--- config.mk ---
export PLATFORM = sky130hd
export DESIGN_NAME = fifo_sync_flags_flat
export DESIGN_NICKNAME = d
export VERILOG_FILES = /design/src/rtl/fifo_sync_flags_if.sv /design/src/rtl/fifo_sync_flags.sv /design/src/flat_wrapper.sv
export SDC_FILE = /design/constraint.sdc
export NUM_CORES = 1
export LEC_CHECK = 0
export ABC_AREA = 0
export CAP_MARGIN = 40
export CORE_MARGIN = 5
export CORE_UTILIZATION = 40
export DETAILED_ROUTE_END_ITERATION = 8
export SYNTH_ARGS = -nofsm -noshare
export SYNTH_HDL_FRONTEND = slang
export SYNTH_SLANG_ARGS = --single-unit
--- constraint.sdc ---
create_clock -name clk -period 4.2 [get_ports clk]
set_input_delay 0.63 -clock clk [delete_from_list [all_inputs] [get_ports clk]]
set_output_delay 0.63 -clock clk [all_outputs]
set_load 0.005 [all_outputs]
--- src/rtl/fifo_sync_flags_if.sv ---
// Handshake bundle for fifo_sync_flags: write side, read side, fill level and error flags.
// The producer/consumer holds the master modport and the FIFO holds the slave modport.
interface fifo_sync_flags_if #(
  parameter int DSIZE = 16,
  parameter int ASIZE = 6
);
  logic [DSIZE-1:0] wdata;
  logic             winc;
  logic             wfull;
  logic             walmost_full;
  logic             rinc;
  logic [DSIZE-1:0] rdata;
  logic             rvalid;
  logic             rempty;
  logic             ralmost_empty;
  logic [ASIZE:0]   level;
  logic             clr_err;
  logic             overflow;
  logic             underflow;

  modport master (
    output wdata, winc, rinc, clr_err,
    input  wfull, walmost_full, rdata, rvalid, rempty, ralmost_empty, level, overflow, underflow
  );

  modport slave (
    input  wdata, winc, rinc, clr_err,
    output wfull, walmost_full, rdata, rvalid, rempty, ralmost_empty, level, overflow, underflow
  );
endinterface

--- src/rtl/fifo_sync_flags.sv ---
// Single-clock FIFO with occupancy count, almost-full/almost-empty thresholds,
// optional first-word-fall-through read port and sticky overflow/underflow flags.
module fifo_sync_flags #(
  parameter int DSIZE     = 16,
  parameter int ASIZE     = 6,
  parameter int FWFT      = 0,
  parameter int AF_THRESH = 56,
  parameter int AE_THRESH = 8
) (
  input  logic             clk,
  input  logic             rst_n,
  fifo_sync_flags_if.slave bus
);
  localparam int DEPTH = 1 << ASIZE;

  generate
    if (AF_THRESH < 1 || AF_THRESH > DEPTH) begin : g_bad_af
      $error("fifo_sync_flags: AF_THRESH out of range 1..DEPTH");
    end
    if (AE_THRESH < 0 || AE_THRESH > DEPTH - 1) begin : g_bad_ae
      $error("fifo_sync_flags: AE_THRESH out of range 0..DEPTH-1");
    end
    if (FWFT != 0 && FWFT != 1) begin : g_bad_fwft
      $error("fifo_sync_flags: FWFT must be 0 or 1");
    end
  endgenerate

  localparam logic [ASIZE:0] DEPTH_LVL = DEPTH[ASIZE:0];
  localparam logic [ASIZE:0] AF_LVL    = AF_THRESH[ASIZE:0];
  localparam logic [ASIZE:0] AE_LVL    = AE_THRESH[ASIZE:0];

  logic [DSIZE-1:0] mem [DEPTH];

  logic [ASIZE:0] wptr_reg;
  logic [ASIZE:0] rptr_reg;
  logic [ASIZE:0] level_reg;
  logic [ASIZE:0] level_next;
  logic           overflow_reg;
  logic           underflow_reg;

  logic full;
  logic empty;
  logic wr_en;
  logic rd_en;

  // Flags are decoded from the registered level only, so they reflect the state at cycle start.
  assign full  = (level_reg == DEPTH_LVL);
  assign empty = (level_reg == '0);
  assign wr_en = bus.winc && !full;
  assign rd_en = bus.rinc && !empty;

  always_comb begin
    level_next = level_reg;
    case ({wr_en, rd_en})
      2'b10:   level_next = level_reg + 1'b1;
      2'b01:   level_next = level_reg - 1'b1;
      default: level_next = level_reg;
    endcase
  end

  always_ff @(posedge clk or negedge rst_n) begin
    if (!rst_n) begin
      wptr_reg      <= '0;
      rptr_reg      <= '0;
      level_reg     <= '0;
      overflow_reg  <= 1'b0;
      underflow_reg <= 1'b0;
    end else begin
      if (wr_en) begin
        wptr_reg <= wptr_reg + 1'b1;
      end
      if (rd_en) begin
        rptr_reg <= rptr_reg + 1'b1;
      end
      level_reg <= level_next;
      // A set in the same cycle as clr_err takes priority over the clear.
      if (bus.winc && full) begin
        overflow_reg <= 1'b1;
      end else if (bus.clr_err) begin
        overflow_reg <= 1'b0;
      end
      if (bus.rinc && empty) begin
        underflow_reg <= 1'b1;
      end else if (bus.clr_err) begin
        underflow_reg <= 1'b0;
      end
    end
  end

  // Storage carries no reset; occupancy alone decides which entries are meaningful.
  always_ff @(posedge clk) begin
    if (wr_en) begin
      mem[wptr_reg[ASIZE-1:0]] <= bus.wdata;
    end
  end

  generate
    if (FWFT != 0) begin : g_fwft
      // Head word is presented combinationally; forced to zero while empty so reset shows rdata=0.
      assign bus.rdata  = empty ? '0 : mem[rptr_reg[ASIZE-1:0]];
      assign bus.rvalid = !empty;
    end else begin : g_std
      logic [DSIZE-1:0] rdata_reg;
      logic             rvalid_reg;

      always_ff @(posedge clk or negedge rst_n) begin
        if (!rst_n) begin
          rdata_reg  <= '0;
          rvalid_reg <= 1'b0;
        end else begin
          rvalid_reg <= rd_en;
          if (rd_en) begin
            rdata_reg <= mem[rptr_reg[ASIZE-1:0]];
          end
        end
      end

      assign bus.rdata  = rdata_reg;
      assign bus.rvalid = rvalid_reg;
    end
  endgenerate

  assign bus.level         = level_reg;
  assign bus.wfull         = full;
  assign bus.rempty        = empty;
  assign bus.walmost_full  = (level_reg >= AF_LVL);
  assign bus.ralmost_empty = (level_reg <= AE_LVL);
  assign bus.overflow      = overflow_reg;
  assign bus.underflow     = underflow_reg;
endmodule

--- src/flat_wrapper.sv ---
// flat-port wrapper written by rule: the top's interface ports become plain ports
module fifo_sync_flags_flat 
#(
  parameter int DSIZE     = 16,
  parameter int ASIZE     = 6,
  parameter int FWFT      = 0,
  parameter int AF_THRESH = 56,
  parameter int AE_THRESH = 8
)
  (clk, rst_n, bus_wdata, bus_winc, bus_rinc, bus_clr_err, bus_wfull, bus_walmost_full, bus_rdata, bus_rvalid, bus_rempty, bus_ralmost_empty, bus_level, bus_overflow, bus_underflow);
  fifo_sync_flags_if #(.DSIZE(DSIZE), .ASIZE(ASIZE)) bus_i ();
  input  logic clk;
  input  logic rst_n;
  input wire logic [$bits(bus_i.wdata)-1:0] bus_wdata;
  input wire logic [$bits(bus_i.winc)-1:0] bus_winc;
  input wire logic [$bits(bus_i.rinc)-1:0] bus_rinc;
  input wire logic [$bits(bus_i.clr_err)-1:0] bus_clr_err;
  output wire logic [$bits(bus_i.wfull)-1:0] bus_wfull;
  output wire logic [$bits(bus_i.walmost_full)-1:0] bus_walmost_full;
  output wire logic [$bits(bus_i.rdata)-1:0] bus_rdata;
  output wire logic [$bits(bus_i.rvalid)-1:0] bus_rvalid;
  output wire logic [$bits(bus_i.rempty)-1:0] bus_rempty;
  output wire logic [$bits(bus_i.ralmost_empty)-1:0] bus_ralmost_empty;
  output wire logic [$bits(bus_i.level)-1:0] bus_level;
  output wire logic [$bits(bus_i.overflow)-1:0] bus_overflow;
  output wire logic [$bits(bus_i.underflow)-1:0] bus_underflow;
  assign bus_i.wdata = bus_wdata;
  assign bus_i.winc = bus_winc;
  assign bus_i.rinc = bus_rinc;
  assign bus_i.clr_err = bus_clr_err;
  assign bus_wfull = bus_i.wfull;
  assign bus_walmost_full = bus_i.walmost_full;
  assign bus_rdata = bus_i.rdata;
  assign bus_rvalid = bus_i.rvalid;
  assign bus_rempty = bus_i.rempty;
  assign bus_ralmost_empty = bus_i.ralmost_empty;
  assign bus_level = bus_i.level;
  assign bus_overflow = bus_i.overflow;
  assign bus_underflow = bus_i.underflow;
  fifo_sync_flags #(.DSIZE(DSIZE), .ASIZE(ASIZE), .FWFT(FWFT), .AF_THRESH(AF_THRESH), .AE_THRESH(AE_THRESH)) u_core (.clk(clk), .rst_n(rst_n), .bus(bus_i));
endmodule
# Word level (Yosys, flattened, before mapping)
# Memory sizes are Yosys's and may differ from the RTL's. A register that Yosys moved wholly into a read port is not among the register bits.
# Cells that the tools add are included.
dict set report word_totals {
  regBits 24
  mem_bits_rw 1024
  input_bits 21
  out_inout_bits 30
  elab_cells 33
  memories 1
}
# memory words width read_ports rd_ports_with_merged_regs write_ports line
set mem_list {}
lappend mem_list {u_core.mem 64 16 1 1 1 fifo_sync_flags.sv:32} ;# logic [DSIZE-1:0] mem [DEPTH];
dict set report op_classes {
  add_sub_neg 4
  magnitude_cmp 2
  eq_ne 3
  n_mux 6
  reduce_logical 11
}
# cell n
set ops {}
lappend ops {{7-bit by 1-bit adder with 7-bit output (second input constant)} 3}
lappend ops {{7-bit one-hot mux with 2 select lines} 1}
lappend ops {{7-bit equality test (second input constant)} 1}
lappend ops {{7-bit by 6-bit >= comparator with 1-bit output (second input constant)} 1}
lappend ops {{7-bit by 4-bit <= comparator with 1-bit output (second input constant)} 1}
lappend ops {{7-bit zero test} 1}
lappend ops {{7-bit by 1-bit subtractor with 7-bit output (second input constant)} 1}
lappend ops {{2-bit nonzero test} 3}
lappend ops {{1-bit 2-to-1 mux} 5}
lappend ops {{1-bit logical AND} 4}
lappend ops {{1-bit zero test} 3}
lappend ops {{2-bit by 1-bit equality test with 1-bit output (second input constant)} 1}
lappend ops {{2-bit equality test (second input constant)} 1}

# Logic depth before layout (Yosys ltp)
dict set report logic_depth {
  word_depth 5
  mapped_depth 15
  ltp_nobuf 12
}

# Worst setup path before layout
# Ideal clock, no wire load.
dict set report synth_path {
  path_type {reg-to-reg}
  from {register u_core.level_reg[5] (netlist: u_core.bus.level[5])}
  to {register u_core.level_reg[6] (netlist: u_core.bus.level[6])}
  setup_time_ns 0.079
  t_arrival_ns 3.483
  required_ns 4.121
  path_slack_ns 0.637
  path_stages_with_launch 15
  n_path_buf 3
  period_less_slack_ns 3.563
  cell_sequence {dfrtp_1 > clkbuf_1 > or4_1 > o21ai_4 > inv_2 > clkbuf_1 > ha_1 > clkbuf_1 > xor2_1 > ha_1 > and3b_1 > o21ai_0 > a311oi_1 > nor4_1 > xor2_1}
}
dict set report synth_via {
  elab_chain_cells 5
  word_cells_on_any_way 12
  classes_between {add/sub: 2; eq/ne: 3; mux: 1; reduce/logical: 6}
}
# item line
set synth_lines {}
lappend synth_lines {{from (decl)} fifo_sync_flags.sv:36} ;# logic [ASIZE:0] level_reg;
lappend synth_lines {{from (signal assigned)} fifo_sync_flags.sv:75} ;# level_reg <= level_next;
lappend synth_lines {{7-bit zero test *} fifo_sync_flags.sv:48} ;# assign empty = (level_reg == '0);
lappend synth_lines {{1-bit zero test *} fifo_sync_flags.sv:50} ;# assign rd_en = bus.rinc && !empty;
lappend synth_lines {{1-bit logical AND *} fifo_sync_flags.sv:50}
lappend synth_lines {{named net u_core.rd_en} fifo_sync_flags.sv:44} ;# logic rd_en;
lappend synth_lines {{2-bit by 1-bit equality test with 1-bit output / 2-bit equality test (equally long branches)} fifo_sync_flags.sv:54} ;# case ({wr_en, rd_en})
lappend synth_lines {{7-bit one-hot mux with 2 select lines / 2-bit nonzero test (equally long branches)} -}
# The timed path passes the listed nets; every way through them passes the cells marked *.
# A chain may end at the register's enable or synchronous reset.

# Worst setup path after layout
dict set report layout_path {
  from {register u_core.level_reg[5] (netlist: u_core.bus.level[5])}
  to {register u_core.level_reg[6] (netlist: u_core.bus.level[6])}
}
dict set report layout_via {
  elab_chain_cells 5
  word_cells_on_any_way 12
  classes_between {add/sub: 2; eq/ne: 3; mux: 1; reduce/logical: 6}
}
# item
set layout_lines {}
lappend layout_lines {{parallel branches: the longest is 5 deep, another holds 7-bit by 1-bit subtractor with 7-bit output}}
# Parallel ways; which one is timed is not known.

==> out/results.txt <==
setup bufs post-CTS -> 0
layout cells sized above 1 -> 28.0%
Seq pwr share -> 42.5%
power share of the clock group -> 30.7%
Ys Warns -> 0
HP Start -> bus_wdata[4]
CP Data Arrival Time -> 4070 ps
leak pwr -> 15.2 nW
Switching Share -> 30.3%
FFs w/ async S/R, synth -> 3.58%
largest net degree at the start of global routing -> 65
placed instance area -> 44000 um2
Die H -> 331 um
top_reg_cell synth -> edfxtp_1
number of port buffers -> 50
hold_ws -> 359 ps
area grow syn2layout -> 15.5%
Core ar. -> 102000 um2
Via-to-Cell Ratio -> 5.58
Fmax achieved -> 287 MHz
leading cell types in the layout, fill and taps excluded -> 1024 x edfxtp_1, 251 x mux4_2, 131 x buf_4
max reg flops -> 1024
CP Launch Type -> register
Required @ worst endpoint -> 4790 ps
CP endpoint kind -> register
TritonCTS Buffers -> 104
Sink Count -> 1062
Hold Fails Final Rpt -> 0
worst r2r src -> u_core.bus.level[5]
utilization after layout -> 46.6%
Worst Tran Pin Value -> 917 ps
Final TNS setup -> 0 ps
Hold Path Class -> in -> reg
Worst IR Drop VDD -> 0.479 mV
CTS tree -> yes
critical path type -> reg -> reg
Max Buffers Root-to-Sink -> 3
routed len/inst -> 27.8 um
RSZ-0062 raised after global routing -> no
DRC Markers -> 0
pwr dens -> 643 nW/um2
root buf cell -> clkbuf_16
fin crit period -> 3480 ps
Int Power -> 0.0213 W
H-tree lvl count -> 3
critical path launch point -> u_core.bus.level[5]
number of max-slew violations in the final report -> 0
top-area cell type share of the netlist area -> 74.7%
Netlist cell types -> 60
final wirelength -> 98800 um
vias -> 19862
top post-synthesis cells by area -> edfxtp_1 75%, mux4_2 14%, dfrtp_1 2.3%
initial core utilization -> 40.3%
Post-Syn Area -> 41200 um2
first-pass GRT wire length -> 144000 um
GPL Wtd Cong -> 0.899
max-cap viol count -> 0
Hold Path Stages -> 1
gr usage total -> 18.2%
Period Utilization, post-route -> 82.9%
number of synthesized register bits -> 1062
die area -> 109000 um2
part of the power in combinational logic -> 26.8%
synthesized instance count -> 1906
Final Skew -> 37.8 ps
Psw -> 0.00924 W
Yosys top cell by area -> edfxtp_1
final setup violation count -> 0
register area share after synthesis -> 77.0%
hpwl dp -> 62000 um
synthesized net count -> 1932
Iteration-0 DRC Markers -> 2202
fin area -> 47500 um2
Total Power -> 0.0306 W
Final #Nets -> 2122
grt total ovfl -> 0
CTS clk-pin slew, worst paths -> 60 ps
first-pass iteration count of the detailed router -> 5
row count -> 117
Skew-Pair Late Insertion Delay -> 690 ps
max_slew headroom -> 38.8%
fillers -> 8449
most common cell after layout, fill and taps aside -> edfxtp_1
I/O pin total -> 51
number of synthesized flops with an enable pin -> 1024
CP max FO -> 9
R2R depth -> 12
Avg Inst Size Synth -> 21.6 um2
ANT nets after route -> 0
Die X -> 331 um
vias in the first global route -> 20516
initial antenna violation count -> 2
status -> finished clean
## cells by family (layout without fill, tap and decap cells)
kind of cell / Yosys count / in the layout / synth area share (%)
muxes: 350 / 350 / 16.2
xor gates and xnor gates: 18 / 18 / 0.383
other: 0 / 3 / 0
and+or+nand+nor: 208 / 208 / 2.38
AOI/OAI and AO/OA: 145 / 145 / 2.55
buffers and inverters: 118 / 398 / 1.28
DFF: 1062 / 1062 / 77.0
adders and majority gates: 5 / 5 / 0.152
## cell type report
cell class,count,area [um2],share of cell area [%]
Antenna cell,3,7.51,0.0158
Clock buffer,132,2790,5.87
Clock inverter,64,677,1.42
Inverter,6,22.5,0.0474
Multi-Input combinational cell,726,8930,18.8
Sequential cell,1062,31700,66.7
Tap cell,1368,1710,3.60
Timing Repair Buffer,196,1680,3.54
## Yosys cell counts (all sizes together), types with 3 or more instances
cell	number
o22ai	8
inv	5
a22o	27
nor3	8
a211oi	11
xnor2	12
o211ai	26
mux4	251
o21ai	35
nor4	3
dfrtp	38
nand2	39
mux2	24
edfxtp	1024
clkbuf	49
nand2b	5
nand3	6
buf	63
a22oi	19
nor2	96
nand4	13
mux2i	75
a21oi	4
xor2	6
nand3b	7
ha	5
or2	4
nor2b	12
## critical path, stage by stage, from the launching register on
cell      delay, ps
dfrtp_1         470
or4b_1          580
nor2_1          200
nor2b_1         110
inv_1           160
ha_1            360
xor2_1          130
ha_1            240
and3b_1         190
o21ai_0         300
a311oi_1        150
nor4_1          350
xor2_1          170
## per-stage QoR
| stage | std cells | setup slack (ps) |
|---|---|---|
| floorplan | 1906 | 637 |
| global placement | 3349 | 684 |
| detailed placement | 3355 | 723 |
| CTS | 3552 | 739 |
| global route | 3554 | 405 |
| finish | 3557 | 720 |
## power by group through the flow
| stage | registers [W] | clock network [W] | logic (W) |
|---|---|---|---|
| 2_1_floorplan | 0.0125 | 0 | 0.00572 |
| 3_3_place_gp | 0.0131 | 0 | 0.00817 |
| 3_5_place_dp | 0.0132 | 0 | 0.00826 |
| 4_1_cts | 0.0130 | 0.00955 | 0.00828 |
| 5_1_grt | 0.0130 | 0.0100 | 0.00869 |
| 6_report | 0.0130 | 0.00938 | 0.00819 |
## worst paths after layout
path,slack (ps),endpoint
setup / recovery,720,u_core.bus.level[6]
hold / removal,360,u_core.mem[56][4]
setup reg to reg,720,u_core.bus.level[6]
hold reg to reg,520,u_core.wptr_reg[2]
max in group asynchronous,3030,u_core.rptr_reg[2]
min in group asynchronous,420,u_core.bus.level[6]
## what timing repair did
item,CTS,global route
hold buffers,1,0
endpoints found under the hold margin,14,0
resized for setup,0,0
## layer usage
metal	up-vias	GRT usage [%]	share of wire [%]
li1	8355	-	-
met1	10618	25.5	42
met2	724	28.6	47
met3	163	4.06	7.3
met4	2	5.87	3.3
met5	-	0	0.013
Note: power is estimated with default switching activity, not from simulation.
